$ cat src/rtl/link_tx_scheduler.sv
// Four-way arbiter and serial framer for the board-to-board TX wire.
// Frame: start 0, 2-bit id, payload, even parity, stop 1, then idle-high gap; LSB first.
module link_tx_scheduler #(
   parameter int BAUD_DIV  = 5208,
   parameter int PAYLOAD_W = 12,
   parameter int GAP_BITS  = 2
) (
   input  logic                 clk,
   input  logic                 reset,
   input  logic                 link_en,
   input  logic [3:0]           req,
   input  logic [PAYLOAD_W-1:0] cell_payload,
   output logic [3:0]           ack,
   output logic                 tx,
   output logic                 busy,
   output logic                 frame_done
);

   localparam int CW        = (BAUD_DIV > 1) ? $clog2(BAUD_DIV) : 1;
   localparam int DATA_BITS = PAYLOAD_W + 2;
   localparam int BW        = $clog2(DATA_BITS + GAP_BITS + 1);
   localparam int SW        = PAYLOAD_W + 3;

   typedef enum logic [2:0] {IDLE, START, DATA, PARITY, STOP, GAP} state_t;

   state_t                 state, state_n;
   logic [CW-1:0]          cnt, cnt_n;
   logic [BW-1:0]          bits, bits_n;
   logic [SW-1:0]          sh, sh_n;
   logic                   tx_n;
   logic [3:0]             ack_n;
   logic [1:0]             gid;
   logic [PAYLOAD_W-1:0]   gpl;
   logic                   term;

   assign term       = (cnt == CW'(BAUD_DIV - 1));
   assign busy       = (state != IDLE);
   assign frame_done = (state == STOP) && term;

   // Fixed priority: lowest requester index wins.
   always_comb begin
      gid = 2'd3;
      if (req[2]) gid = 2'd2;
      if (req[1]) gid = 2'd1;
      if (req[0]) gid = 2'd0;
   end

   assign gpl = (gid == 2'd3) ? cell_payload : '0;

   always_comb begin
      state_n = state;
      cnt_n   = cnt;
      bits_n  = bits;
      sh_n    = sh;
      tx_n    = tx;
      ack_n   = '0;
      if (state != IDLE) cnt_n = term ? '0 : cnt + CW'(1);
      case (state)
         IDLE: if (link_en && req != '0) begin
            state_n = START;
            cnt_n   = '0;
            bits_n  = '0;
            sh_n    = {^{gid, gpl}, gpl, gid};
            tx_n    = 1'b0;
            ack_n   = 4'b0001 << gid;
         end
         START: if (term) begin
            state_n = DATA;
            tx_n    = sh[0];
         end
         // tx is registered, so the bit shown next is sh[1] before the shift lands;
         // on the last data bit that is the parity bit.
         DATA: if (term) begin
            sh_n = sh >> 1;
            tx_n = sh[1];
            if (bits == BW'(DATA_BITS - 1)) begin
               state_n = PARITY;
               bits_n  = '0;
            end else begin
               bits_n = bits + BW'(1);
            end
         end
         PARITY: if (term) begin
            state_n = STOP;
            tx_n    = 1'b1;
         end
         STOP: if (term) state_n = GAP;
         GAP: if (term) begin
            if (bits == BW'(GAP_BITS - 1)) begin
               state_n = IDLE;
               bits_n  = '0;
            end else begin
               bits_n = bits + BW'(1);
            end
         end
         default: state_n = IDLE;
      endcase
   end

   always_ff @(posedge clk) begin
      if (reset) begin
         state <= IDLE;
         cnt   <= '0;
         bits  <= '0;
         sh    <= '0;
         tx    <= 1'b1;
         ack   <= '0;
      end else begin
         state <= state_n;
         cnt   <= cnt_n;
         bits  <= bits_n;
         sh    <= sh_n;
         tx    <= tx_n;
         ack   <= ack_n;
      end
   end

endmodule
$ cat config.mk
export PLATFORM = sky130hd
export DESIGN_NAME = link_tx_scheduler
export DESIGN_NICKNAME = d
export VERILOG_FILES = /design/src/rtl/link_tx_scheduler.sv
export SDC_FILE = /design/constraint.sdc
export NUM_CORES = 1
export LEC_CHECK = 0
export ABC_AREA = 1
export BUFFER_PORTS_ARGS = -buffer_cell sky130_fd_sc_hd__buf_2
export CELL_PAD_IN_SITES_DETAIL_PLACEMENT = 1
export CELL_PAD_IN_SITES_GLOBAL_PLACEMENT = 2
export CORE_ASPECT_RATIO = 0.5
export CORE_MARGIN = 5
export CORE_UTILIZATION = 34
export CTS_CLUSTER_DIAMETER = 50
export DETAILED_ROUTE_END_ITERATION = 7
export PLACE_DENSITY_LB_ADDON = 0.1
export SYNTH_ARGS = -nofsm -noshare
export SYNTH_HDL_FRONTEND = slang
export SYNTH_SLANG_ARGS = --single-unit
export TNS_END_PERCENT = 30
$ cat constraint.sdc
create_clock -name clk -period 4.4 [get_ports clk]
set_input_delay 0.88 -clock clk [delete_from_list [all_inputs] [get_ports clk]]
set_output_delay 0.88 -clock clk [all_outputs]
set_load 0.02 [all_outputs]
==> qor.txt, run 1 <==
Outcome: completed
Worst-path clk slew: 0.07 ns
DRT iter0 DRCs: 109
Cells after DPL: 515
Crit path capture: sh[14]
HP Class: reg -> reg
Fillers: 965
Seq/Total Area, Yosys: 0.319
Top cells by area, synth: dfxtp_1, nand2_1, nand3_1
# port buffers: 25
Post-DP Area: 2730 sq um
Post-Syn Area: 2570 sq um
CTS resizes: 0
Mean Syn Cell Area: 6.31 sq um
Final nets: 449
Share of layout cells above drive strength 1: 0.143
TritonCTS buffer count: 5
Postcts setup bufs: 0
Distinct cells, synth: 31
Power Total: 1.58 mW
H-tree depth: 2
CP required: 4.59 ns
Clock sink count: 41
WL/cell: 13.2 microns
Delay-heaviest family, CP: adder cells
Synth Register Bits: 41
Worst Setup Start Kind: primary input
GP Congestion: 0.793
FF-to-FF path depth: 7
Top Ports: 26
PwrDens: 549 nW/um^2
Final Setup Violations: 0
Die Ht: 71.5 microns
Achievable Freq: 0.369 GHz
Fin. max-slew vios: 0
Setup Skew: 0.0118 ns
Pre-antenna DRT Iters: 4
Diode count: 0
Clock latency on the worst-skew pair: 0.29 ns
Post-Syn Instances: 407
EDFF count, synth: 0
R2r endpoint: sh[2]
Reg-to-Reg Start: state[2]
Yosys top cell area share: 0.319
Number of cells on the critical path: 14
Critical Path Max Stage Delay: 0.64 ns
Synth warn: 0
Final Cycle Share: 0.616
Final instance area: 2880 sq um
Initial antenna violation count: 0
Maxcap violations: 0
Slowest-stage cell, CP: ha_1
CP Launch Point: req[2]
Die ar.: 9500 sq um
TritonCTS clock tree: done
Routed vias: 2572
Final hold slack: 0.465 ns
CP Class: in -> reg
First-pass GRT wire length: 11800 microns
Worst VDD drop: 182 uV
Tot GR Track Use: 0.149
Core Footprint: 7350 sq um
Syn nets: 430
Critical path peak fanout: 23
Crit end category: flop
Crit path buffers/inverters: 3
DRC Markers: 0
Max_slew headroom: 0.512
CP arrival: 2.90 ns
HPWL after detailed placement: 5200 microns
Initial Util: 0.350
Most numerous cell in the Yosys netlist: nand2_1
Ys flop type: dfxtp_1
Post-synth top cells: nand2_1, nand3_1, dfxtp_1
Synth-to-Final Area Change: 12.0%
Yosys top cell by area: dfxtp_1
Routed Antenna Nets: 0
Cell mode on critical path: nand2_1
Measured slew at the worst slew-check pin: 0.731 ns
RSZ-0062 raised after global routing: no
Crit-path cells: buf_2 > inv_1 > o21ai_0 > inv_1 > ha_1 > nand2_1 > o21ai_0 > nand2_1 > nand2_1 > nand2_1 > nand2_1 > nand2_1 > nand3_1 > nand2_1
Leak Pwr: 1.23 nW
Largest net degree at the start of global routing: 34
Via count of the first global-routing pass: 2682
Aggregate global routing overflow: 0
Fin crit period: 2.71 ns
HP Start: sh[12]
Final wirelength: 6910 microns
Finished Layout Cells: 523
Hold buffer count at CTS: 0
Ys async rst share: 0
Vias per cell: 4.92
Core Rows: 22
Flop2flop setup slack: 2.38 ns
Clk buf depth: 2
Chip width: 133 microns
CTS root buf: clkbuf_16
Final Hold Viols: 0
Setup tns final: 0 ns
==> report_power, final <==
group / switching [mW] / internal [mW]
logic: 0.531 / 0.205
clock network: 0.155 / 0.211
registers: 0.0512 / 0.426
==> routing by layer <==
layer  routed length [microns]  vias up  part of all wire  GRT usage
li1                          -     1348                 -          -
met1                      3470     1193              0.50      0.184
met2                      3160       24              0.46      0.262
met3                       207        7             0.030     0.0323
met4                        74        0             0.011     0.0484
met5                         0        -                 0          0
==> state kept, by name (all words and copies together), names as in the netlist <==
register  cells
sh           15
cnt          13
bits          5
ack           4
state         3
tx            1
==> cell usage in the layout, fill, tap and decap left out, drive strengths merged <==
| cell type | count |
|---|---|
| nand2 | 135 |
| ha | 4 |
| nand3 | 51 |
| a211oi | 1 |
| clkbuf | 5 |
| a21oi | 27 |
| buf | 25 |
| or2 | 1 |
| nor2 | 40 |
| nand3b | 1 |
| dfxtp | 41 |
| o21ai | 31 |
| nand4 | 6 |
| inv | 46 |
| clkinv | 3 |
| a31oi | 1 |
| nor3 | 7 |
| xor2 | 2 |
==> through the flow <==
step / setup WS, ns / utilization
5_1_grt: 1.38 / 0.392
3_3_place_gp: 1.58 / 0.372
2_1_floorplan: 2.09 / -
6_report: 1.69 / 0.392
4_1_cts: 1.65 / 0.392
3_5_place_dp: 1.35 / 0.372
==> how the worst min path moves through the flow <==
stage / to / cells past startpoint
CTS: sh[12] / 2
detailed placement: sh[12] / 2
finish: sh[12] / 2
global placement: tx / 2
global route: sh[5] / 2
floorplan: sh[7] / 2
==> tightest hold or removal path, cell delays in order (launching register included) <==
cell     delay, ns
dfxtp_1       0.31
nand2_1       0.06
a21oi_1       0.05
==> logic make-up after synthesis <==
logic type / after synthesis / synth area share
AOI/OAI and AO/OA: 60 / 0.118
xor gates and xnor gates: 2 / 0.00682
adders and majority gates: 4 / 0.0195
buffers and inverters: 59 / 0.101
DFF: 41 / 0.319
and+or+nand+nor: 241 / 0.435
==> area by class of cell <==
cell class              count  area [sq um]  share of cell area
multi-input cells         307          1490               0.518
flip-flops and latches     41           821               0.285
inverters                  46           175              0.0608
clock buffers               5           125              0.0435
repair buffers             25           125              0.0435
well taps                  96           120              0.0417
clock inverters             3          22.5             0.00782
Power figures use the tool's default switching activity.
==> inputs of run 2 (changes only) <==
--- a/config.mk
+++ b/config.mk
@@ -5,13 +5,13 @@
 export SDC_FILE = /design/constraint.sdc
 export NUM_CORES = 1
 export LEC_CHECK = 0
-export ABC_AREA = 1
+export ABC_AREA = 0
 export BUFFER_PORTS_ARGS = -buffer_cell sky130_fd_sc_hd__buf_2
 export CELL_PAD_IN_SITES_DETAIL_PLACEMENT = 1
 export CELL_PAD_IN_SITES_GLOBAL_PLACEMENT = 2
 export CORE_ASPECT_RATIO = 0.5
 export CORE_MARGIN = 5
-export CORE_UTILIZATION = 34
+export CORE_UTILIZATION = 31
 export CTS_CLUSTER_DIAMETER = 50
 export DETAILED_ROUTE_END_ITERATION = 7
 export PLACE_DENSITY_LB_ADDON = 0.1
==> constraint.sdc (replaced) <==
create_clock -name clk -period 2.35 [get_ports clk]
set_input_delay 0.47 -clock clk [delete_from_list [all_inputs] [get_ports clk]]
set_output_delay 0.47 -clock clk [all_outputs]
set_load 0.02 [all_outputs]
==> run 2 against run 1 <==
Register-to-register slack got worse by 2.2 ns; global-route usage down 0.97 points; clock power up 85%; die area down 5.8%; sequential share of layout area grew 3.4 points; synthesized cell count decreased by 33%; setup slack got worse by 1.6 ns; synthesized area down 15%; flip-flop and latch count did not move; design area shrank 10%; routed wire length down 16%; critical path type is now reg -> out; critical endpoint is now frame_done; highest routed layer unchanged.
==> qor.txt, run 2 <==
Outcome: completed
Critical Path Max Stage Delay: 0.51 ns
GP Congestion: 0.754
Measured slew at the worst slew-check pin: 0.489 ns
Clock latency on the worst-skew pair: 0.29 ns
CP Class: reg -> out
CTS root buf: clkbuf_16
Top Ports: 26
Routed vias: 2031
HPWL after detailed placement: 4170 microns
Maxcap violations: 0
Worst Setup Start Kind: flop
Fin crit period: 2.26 ns
Vias per cell: 5.22
Clock sink count: 41
Reg-to-Reg Start: cnt[5]
Achievable Freq: 0.443 GHz
Chip width: 129 microns
Final wirelength: 5840 microns
DRT iter0 DRCs: 67
DRC Markers: 0
Mean Syn Cell Area: 8.09 sq um
EDFF count, synth: 0
Core Rows: 21
Max reg flops: 15
Largest reg by FF count: sh
Post-Syn Instances: 271
Setup Skew: 0.00350 ns
Largest regs: sh (15), cnt (13), bits (5)
# port buffers: 25
Final Cycle Share: 0.960
Clk buf depth: 2
Switching part of the total: 0.258
Die ar.: 8950 sq um
Worst VDD drop: 205 uV
Yosys top cell by area: dfxtp_1
Tot GR Track Use: 0.139
First-pass GRT wire length: 10200 microns
CP Launch Point: cnt[5]
Largest net degree at the start of global routing: 28
WL/cell: 15.0 microns
Core Footprint: 6780 sq um
Pre-antenna DRT Iters: 4
Syn nets: 294
Max_slew headroom: 0.674
CP arrival: 1.79 ns
RSZ-0062 raised after global routing: no
Critical path peak fanout: 9
Setup tns final: 0 ns
Commonest non-fill, non-tap cell in the layout: nor2_1
Seq/Total Area, Yosys: 0.374
Aggregate global routing overflow: 0
TritonCTS buffer count: 5
Slowest-stage cell, CP: or4b_4
Synth warn: 0
Ys flop type: dfxtp_1
Initial Util: 0.323
Via count of the first global-routing pass: 2089
Initial antenna violation count: 0
Top cells by area, synth: dfxtp_1, nor2_1, a311oi_1
Leak Pwr: 0.937 nW
Synth-to-Final Area Change: 17.8%
Routed Antenna Nets: 0
CP required: 1.88 ns
HP Start: req[2]
Diode count: 0
Clock share of power: 0.416
TritonCTS clock tree: done
Final nets: 319
Yosys top cell area share: 0.374
Psw: 419 uW
Crit-path cells: or4b_4 > nor4_4 > buf_6 > and3_1 > buf_4
Post-synth top cells: dfxtp_1, nor2_1, nand2_1
Final Hold Viols: 0
Comb power frac: 0.130
Share of layout cells above drive strength 1: 0.175
Power Total: 1.62 mW
Most frequent cells in the layout: nor2_1, dfxtp_1, nand2_1
HP Class: in -> reg
Die Ht: 69.5 microns
Sequential share of power: 0.454
Ys async rst share: 0
Pint: 1.20 mW
Synth Register Bits: 41
Worst-path clk slew: 0.06 ns
H-tree depth: 2
Final Setup Violations: 0
Fin. max-slew vios: 0
Post-Syn Area: 2190 sq um
Crit end category: output port
PwrDens: 629 nW/um^2
Distinct cells, synth: 52
==> run 2: path summary, 6_finish.rpt <==
kind / slack [ns] / end / cells after the start
worst max-delay path: 0.09 / frame_done / 5
worst min-delay path: 0.39 / ack[3] / 2
worst max register to register: 0.20 / bits[4] / 8
worst min register to register: 0.48 / cnt[7] / 2
==> run 2: power groups by stage <==
stage	sequential (mW)	combinational [mW]	clock (mW)
2_1_floorplan	0.751	0.147	0
3_3_place_gp	0.751	0.211	0
3_5_place_dp	0.751	0.213	0
4_1_cts	0.736	0.215	0.696
5_1_grt	0.739	0.240	0.726
6_report	0.736	0.211	0.676
==> run 2: cells by family (layout without fill, tap and decap cells) <==
| family | after synthesis | after routing | share of synthesized area |
|---|---|---|---|
| AND/OR/NAND/NOR | 125 | 125 | 0.289 |
| AO/OA/AOI/OAI | 62 | 62 | 0.193 |
| flip-flops | 41 | 41 | 0.374 |
| buffers and inverters | 24 | 50 | 0.0525 |
| XOR/XNOR | 13 | 13 | 0.0582 |
| adder cells (fa/ha/maj) | 4 | 4 | 0.0228 |
| multiplexers | 2 | 2 | 0.00970 |
==> run 2: repair_timing <==
item	in CTS	in global routing
setup endpoints to repair	1	1
hold buffers	0	0
hold endpoints to repair	0	0
buffers inserted	0	3
resized for setup	2	3
==> run 2: worst max-delay path: cells and delay by family, from the launching register on <==
family	cells	cell delay [ns]
buffers and inverters	2	0.30
DFF	1	0.36
and+or+nand+nor	3	0.83
==> run 2: metal layers <==
layer  vias to the layer above  track usage  wire (microns)
li1                       1024            -               -
met1                       975        0.178            2820
met2                        24        0.224            2690
met3                         8       0.0385             241
met4                         0       0.0489              82
met5                         -            0               0
==> run 2: per-stage QoR <==
step	area [sq um]	setup slack (ns)	util	cells	hold WS, ns
floorplan	2190	0.375	-	271	0.452
global placement	2410	0.239	0.355	378	0.462
detailed placement	2410	0.194	0.355	378	0.472
CTS	2550	0.0181	0.377	386	0.375
global route	2580	0.00454	0.381	389	0.386
finish	2580	0.0945	0.381	389	0.388
==> run 2: cell type report <==
| class | instances | area (sq um) |
|---|---|---|
| inverter | 7 | 26.3 |
| clock inverter | 2 | 10.0 |
| fill | 838 | 4200 |
| clock buffer | 6 | 129 |
| timing repair buffer | 35 | 219 |
| sequential | 41 | 823 |
| tap | 92 | 115 |
| multi-input combinational | 206 | 1260 |
